[config.mk]
export PLATFORM = sky130hd
export DESIGN_NAME = matmul_job_scheduler
export DESIGN_NICKNAME = d
export VERILOG_FILES = /design/src/rtl/matmul_pkg.sv /design/src/rtl/mm_sched_watchdog.sv /design/src/rtl/matmul_job_scheduler.sv
export SDC_FILE = /design/constraint.sdc
export NUM_CORES = 1
export LEC_CHECK = 0
export CAP_MARGIN = 20
export CORE_ASPECT_RATIO = 0.9
export CORE_MARGIN = 1.5
export CORE_UTILIZATION = 62
export DETAILED_ROUTE_END_ITERATION = 10
export DONT_BUFFER_PORTS = 1
export PLACE_DENSITY = 0.87
export SLEW_MARGIN = 20
export SYNTH_ARGS = -nofsm -noshare
export SYNTH_HDL_FRONTEND = slang
export SYNTH_SLANG_ARGS = --single-unit
export TNS_END_PERCENT = 50
[constraint.sdc]
create_clock -name clk -period 2 [get_ports clk]
set_input_delay 0.4 -clock clk [delete_from_list [all_inputs] [get_ports clk]]
set_output_delay 0.4 -clock clk [all_outputs]
set_load 0.005 [all_outputs]
[src/rtl/matmul_pkg.sv]
// Shared types and sizing for the matmul job scheduler.
// No logic; 0 latency; no flow control.
package matmul_pkg;

  localparam int MM_OUT_AW  = 12;
  localparam int MM_DATA_W  = 32;
  localparam int N_DIM      = 64;
  // Nominal start-to-done length of one 64x64 job.
  localparam int MM_JOB_CYC = N_DIM * N_DIM + 10;

  typedef enum logic [2:0] {
    ST_IDLE,
    ST_CLR,
    ST_START,
    ST_RUN,
    ST_READY,
    ST_ERR
  } sched_state_e;

endpackage

[src/rtl/mm_sched_watchdog.sv]
// RUN-state watchdog: counts RUN cycles, flags the last allowed one (used under MM_SCHED_TIMEOUT_EN).
// timeout is combinational from the count; counter clears whenever not in RUN.
// No backpressure.
module mm_sched_watchdog #(
  parameter int TIMEOUT_CYC = 8192
) (
  input  logic clk,
  input  logic rst,
  input  logic in_run,
  output logic timeout
);

  logic [13:0] cnt_q;
  logic [13:0] cnt_d;

  always_comb begin
    cnt_d = in_run ? cnt_q + 14'd1 : 14'd0;
  end

  always_ff @(posedge clk or posedge rst) begin
    if (rst) cnt_q <= 14'd0;
    else     cnt_q <= cnt_d;
  end

  assign timeout = in_run && (cnt_q == 14'(TIMEOUT_CYC - 1));

endmodule

[src/rtl/matmul_job_scheduler.sv]
// Job sequencer + output-SRAM port owner for the matmul core; watchdog under MM_SCHED_TIMEOUT_EN.
// Status/core controls registered (1 cycle); SRAM port mux and rd_gnt combinational.
// Host reads held off outside READY; run_req pending while busy is serviced on entry to READY.
module matmul_job_scheduler
  import matmul_pkg::*;
#(
  parameter int OUT_AW      = MM_OUT_AW,
  parameter int DATA_W      = MM_DATA_W,
  parameter int CLR_CYC     = 2,
  parameter int TIMEOUT_CYC = 8192
) (
  input  logic              clk,
  input  logic              rst,
  input  logic              run_req,
  output logic              run_ack,
  output logic              busy,
  output logic              result_ready,
  input  logic              rd_req,
  input  logic [OUT_AW-1:0] rd_addr,
  output logic              rd_gnt,
  output logic              rd_data_valid,
  output logic [DATA_W-1:0] rd_data,
  output logic              core_rst_n,
  output logic              core_start,
  input  logic              core_done,
  input  logic              core_en_out,
  input  logic              core_we_out,
  input  logic [OUT_AW-1:0] core_addr_out,
  output logic              mem_en,
  output logic              mem_we,
  output logic [OUT_AW-1:0] mem_addr,
  input  logic [DATA_W-1:0] mem_rdata,
  output logic [7:0]        job_cnt,
  output logic              err
);

  sched_state_e state_q, state_d;
  logic [7:0]   clr_cnt_q, clr_cnt_d;
  logic [7:0]   job_cnt_q, job_cnt_d;
  logic         run_ack_q, run_ack_d;
  logic         core_rst_n_q, core_rst_n_d;
  logic         core_start_q, core_start_d;
  logic         busy_q, busy_d;
  logic         result_ready_q, result_ready_d;
  logic         rd_data_valid_q, rd_data_valid_d;
  logic         err_q, err_d;
  logic         wd_timeout;

`ifdef MM_SCHED_TIMEOUT_EN
  mm_sched_watchdog #(
    .TIMEOUT_CYC (TIMEOUT_CYC)
  ) u_watchdog (
    .clk     (clk),
    .rst     (rst),
    .in_run  (state_q == ST_RUN),
    .timeout (wd_timeout)
  );
`else
  assign wd_timeout = 1'b0;
`endif

  always_comb begin
    state_d   = state_q;
    clr_cnt_d = clr_cnt_q;
    job_cnt_d = job_cnt_q;
    run_ack_d = 1'b0;
    case (state_q)
      ST_IDLE, ST_READY, ST_ERR: begin
        if (run_req) begin
          run_ack_d = 1'b1;
          clr_cnt_d = 8'd0;
          state_d   = ST_CLR;
        end
      end
      ST_CLR: begin
        if (clr_cnt_q == 8'(CLR_CYC - 1)) state_d = ST_START;
        else                              clr_cnt_d = clr_cnt_q + 8'd1;
      end
      ST_START: state_d = ST_RUN;
      ST_RUN: begin
        // done beats a coincident watchdog expiry
        if (core_done) begin
          state_d   = ST_READY;
          job_cnt_d = job_cnt_q + 8'd1;
        end else if (wd_timeout) begin
          state_d = ST_ERR;
        end
      end
      default: state_d = ST_IDLE;
    endcase

    // Registered outputs are decoded from the next state so they line up with it.
    core_rst_n_d    = (state_d == ST_START) || (state_d == ST_RUN) || (state_d == ST_READY);
    core_start_d    = (state_d == ST_START);
    busy_d          = (state_d == ST_CLR) || (state_d == ST_START) || (state_d == ST_RUN);
    result_ready_d  = (state_d == ST_READY);
    err_d           = (state_d == ST_ERR);
    rd_data_valid_d = rd_gnt;
  end

  always_comb begin
    rd_gnt   = 1'b0;
    mem_en   = 1'b0;
    mem_we   = 1'b0;
    mem_addr = '0;
    case (state_q)
      ST_CLR, ST_START, ST_RUN: begin
        mem_en   = core_en_out;
        mem_we   = core_we_out;
        mem_addr = core_addr_out;
      end
      ST_READY: begin
        rd_gnt   = rd_req & ~run_req;
        mem_en   = rd_gnt;
        mem_addr = rd_addr;
      end
      default: ;
    endcase
  end

  always_ff @(posedge clk or posedge rst) begin
    if (rst) begin
      state_q         <= ST_IDLE;
      clr_cnt_q       <= 8'd0;
      job_cnt_q       <= 8'd0;
      run_ack_q       <= 1'b0;
      core_rst_n_q    <= 1'b0;
      core_start_q    <= 1'b0;
      busy_q          <= 1'b0;
      result_ready_q  <= 1'b0;
      rd_data_valid_q <= 1'b0;
      err_q           <= 1'b0;
    end else begin
      state_q         <= state_d;
      clr_cnt_q       <= clr_cnt_d;
      job_cnt_q       <= job_cnt_d;
      run_ack_q       <= run_ack_d;
      core_rst_n_q    <= core_rst_n_d;
      core_start_q    <= core_start_d;
      busy_q          <= busy_d;
      result_ready_q  <= result_ready_d;
      rd_data_valid_q <= rd_data_valid_d;
      err_q           <= err_d;
    end
  end

  assign run_ack       = run_ack_q;
  assign busy          = busy_q;
  assign result_ready  = result_ready_q;
  assign rd_data_valid = rd_data_valid_q;
  assign rd_data       = mem_rdata;
  assign core_rst_n    = core_rst_n_q;
  assign core_start    = core_start_q;
  assign job_cnt       = job_cnt_q;
  assign err           = err_q;

endmodule

# Word-level counts from Yosys, hierarchy flattened
# Cells that the tools add are included.
# word_totals
ff_bits,26
inputBits,63
output_inout_bits,62
wordCells,50
# classes
n_addsub,2
eq_ne,13
n_mux,13
n_bitwise,2
reduce_logical,10
# op_table
op,n
$pmux 12 s2,1
$add 8x1->8 const B,2
$mux 8,2
$pmux 8 s2,1
$eq 3x2->1 const B,4
$eq 3x3->1 const B,4
$pmux 3 s4,1
$mux 3,3
$eq 8x1->1 const B,1
$eq 3x1->1 const B,2
$reduce_or 3->1,2
$logic_or 1x1->1,4
$mux 1,4
$ne 2x2->1 const B,2
$logic_not 3->1,1
$reduce_and 3->1,1
$pmux 1 s2,1
$reduce_and 2->1,1
$reduce_bool 2->1,1
$and 1x1->1,1
$not 1->1,1

# Longest topological paths before layout
# logic_depth
ltp_word,6
depth_mapped,6
mapped_depth_nobuf,6

# Worst setup path before layout
# OpenSTA, ideal clock, no wires.
# synth_timing
path_kind,register to output
startpoint,register state_q[1]
endpoint,output mem_en
arrival_ns,1.264
t_required_ns,1.600
path_slack_ns,0.336
stages_incl_launch_ff,5
path_buffers,1
cell_sequence,dfrtp_1 or2_2 clkbuf_1 nor3_1 o21bai_1
# synth_between
elab_chain_len,3
word_cells_on_any_way,6
classes_between,4 x eq/ne; 1 x mux; 1 x reduce/logical
# synth_rtl
item,line,rtl
from (decl),matmul_job_scheduler.sv:37,"sched_state_e state_q, state_d;"
from (signal assigned),matmul_job_scheduler.sv:134,state_q <= state_d;
$eq 3x1->1 or $eq 3x2->1 (tied branches),matmul_job_scheduler.sv:106,case (state_q)
$reduce_or 3->1,matmul_job_scheduler.sv:106,
$pmux 1 s2 (*),matmul_job_scheduler.sv:106,
to (decl),matmul_job_scheduler.sv:29,"output logic mem_en,"
# Mark *: on every way between the ends. The rest lies on a longest branch, timed or not.

# Worst setup path in the final report
# layout_timing
startpoint,register state_q[0]
endpoint,output mem_addr[3]
# layout_between
elab_chain_len,3
word_cells_on_any_way,6
classes_between,4 x eq/ne; 1 x mux; 1 x reduce/logical
# layout_rtl
item,line,rtl
$eq 3x1->1 or $eq 3x2->1 (tied branches),matmul_job_scheduler.sv:106,
$reduce_or 3->1,matmul_job_scheduler.sv:106,
$pmux 12 s2 (*),matmul_job_scheduler.sv:106,
to (decl),matmul_job_scheduler.sv:31,"output logic [OUT_AW-1:0] mem_addr,"
# Marked as above.

==> impl_metrics.tcl <==
set metrics [dict create \
    tightest_slew_ps 383 \
    clock_sinks 26 \
    reg2reg_from "clr_cnt_q[1]" \
    drive_gt1_share_pct 15.4 \
    wire_per_inst_um 17.9 \
    violations "design-rule violations, negative hold slack" \
    avgViaCountPerCell 6.22 \
    maxCapViolCount 0 \
    synth_top_flop_cell "dfrtp_1" \
    drcViolationCount 6 \
    rsz0062_at_grt "false" \
    dr_total_vias 1226 \
    setup_viol 0 \
    dr.pass1.iters 9 \
    synth.net_count 263 \
    crit_arrival_ps 1520 \
    grt_start_max_net_pins 27 \
    tns_ps 0 \
    vdd.ir_drop.worst_v 0.000624 \
    critical_path_class "flip-flop to output pin" \
    fp.coreArea_um2 2510 \
    ys_ff_latch 26 \
    io_buffers 0 \
    rr_worst_depth 6 \
    grt_remaining_overflow 0 \
    regToRegSetupSlack_ps 280 \
    clk_pin_slew_ps 140 \
    place.gp.congestion 0.839 \
    synth_area_um2 1690 \
    antenna_cells 0 \
    fin_cells 197 \
    hold_viol_final 12 \
    rr_endpoint "clr_cnt_q[0]" \
    wl_mm 3.54 \
    worstPathMaxFanout 15 \
    slew_violations 0 \
    antenna_found_initial 0 \
    syn_inst 197 \
    htreeDepth 1 \
    cts_tree "done" \
    clk_latency_ps 320 \
    grt_pass1_wl_mm 5.01 \
    p_per_area_nw_per_um2 1280 \
    ios 125 \
    hold_class "primary input to async pin" \
    p_total_mw 2.00 \
    hold_ws_ps -4.38 \
    syn_area_per_cell_um2 8.56 \
    clockRootBuffer "clkbuf_4" \
    hpwlAfterDp_mm 2.70 \
    fin_worst_skew_ps 2.10 \
    clockBufferDepth 2 \
    gr-usage-all-layers_pct 22.1 \
    cts_buffers 3 \
    dp.cells 189 \
    max_freq_mhz 520 \
    synth-edff-count 0 \
    required_ps 1600 \
    grt_pass1_vias 1080 \
    initial_core_util_pct 67.1 \
    drtIter0Drc 60 \
    cp-start-kind "flip-flop" \
    end_kind "output pin" \
    drtAntennaViolNets 0 \
    finalCritPeriodShare_pct 96.2 \
    row_count 17 \
    timing.slew.headroom_pct 74.1 \
    fin_crit_ps 1920 \
    finalCoreUtilization_pct 62.2 \
    fin_nets 236 \
    die-area_um2 3040 \
    die_height_um 52.5 \
    synthToLayoutAreaGrowth_pct -7.42 \
    synth-seq-area-share_pct 38.6 \
    synthArstFlopShare_pct 100 \
    hold_buffers 0 \
    ys_warn_count 0 \
    ys_types 40 \
    die_x_um 58.0 \
    outcome "finished, violations left" \
    cellLeakagePower_nw 0.735 \
]
layer usage:
layer | track usage [%] | part of all wire, % | vias to the layer above
met1 | 24.0 | 35 | 559
met3 | 7.90 | 8.3 | 28
met2 | 36.4 | 51 | 67
li1 | - | - | 572
met5 | 0 | 0 | -
met4 | 14.7 | 4.9 | 0
final cells by class:
| cell class | instances | area, µm² |
|---|---|---|
| clock buffer | 3 | 22.5 |
| tap | 28 | 35.0 |
| fill | 203 | 950 |
| sequential | 26 | 654 |
| multi-input combinational | 124 | 724 |
| timing repair buffer | 10 | 75.1 |
| inverter | 5 | 18.8 |
| clock inverter | 1 | 30.0 |
how the worst max path moves through the flow:
stage | startpoint | end
floorplan | state_q[1] | mem_en
global placement | state_q[1] | mem_addr[3]
detailed placement | clr_cnt_q[0] | clr_cnt_q[0]
CTS | state_q[2] | mem_we
global route | state_q[0] | mem_addr[11]
finish | state_q[0] | mem_addr[3]
critical path, stage by stage (launching register included):
cell	delay [ps]
dfrtp_2	490
or2_2	330
buf_4	190
nand2_1	80
o21ai_0	110
state kept, by name, indices dropped and copies added (netlist names):
signal,cells
busy,1
clr_cnt_q,8
core_rst_n,1
core_start,1
err,1
job_cnt,8
rd_data_valid,1
result_ready,1
run_ack,1
state_q,3
power breakdown:
group / leakage [nW] / internal [mW] / switching, mW
combinational: 0.368 / 0.332 / 0.485
sequential: 0.339 / 0.657 / 0.167
clock: 0.0279 / 0.203 / 0.156
total: 0.735 / 1.19 / 0.809
kinds of logic after synthesis:
kind of cell,synth area share [%]
and+or+nand+nor,24.7
buffers and inverters,18.7
AOI/OAI and AO/OA,9.95
DFF,38.6
xor gates and xnor gates,5.20
adders and majority gates,2.23
muxes,0.594
what timing repair did:
item | CTS | global route
resized for setup | 2 | 2
endpoints found under the setup margin | 7 | 15
buffers inserted | 0 | 4
cells in the mapped netlist, drive strengths merged (2+ instances only):
cell type / instances / share of area, %
a21oi: 2 / 0.59
o21ai: 18 / 5.6
nand2: 31 / 6.9
nand3: 20 / 6.5
ha: 3 / 2.2
inv: 5 / 1.1
dfrtp: 26 / 39
nand4: 2 / 0.74
nand2b: 2 / 1.2
clkbuf: 4 / 0.89
nor3: 5 / 1.8
xnor2: 3 / 1.6
buf: 38 / 17
nor2: 12 / 2.7
xor2: 7 / 3.6
metrics by stage:
| step | worst slack, ps | instance area (µm²) | hold slack, ps |
|---|---|---|---|
| 2_1_floorplan | 336 | 1690 | 440 |
| 3_3_place_gp | 375 | 1470 | 355 |
| 3_5_place_dp | 314 | 1470 | 366 |
| 4_1_cts | 36.1 | 1520 | 1.75 |
| 5_1_grt | 19.8 | 1560 | 20.8 |
| 6_report | 75.2 | 1560 | -4.38 |
cell usage in the layout, fill, tap and decap left out, types with 2 or more instances in the layout:
cell	netlist	final
o21ai_0	17	17
xnor2_1	3	3
nor3_2	1	2
inv_1	5	5
buf_4	34	10
a21oi_1	2	2
dfrtp_2	0	3
nand4_1	2	2
nor2_1	12	12
ha_1	3	3
dfrtp_1	26	23
nand3_1	18	18
xor2_1	7	7
nand2_1	31	31
clkbuf_4	0	3
nor3_1	4	3
nand3_2	2	2
No activity file was read; power rests on OpenSTA's default activity.
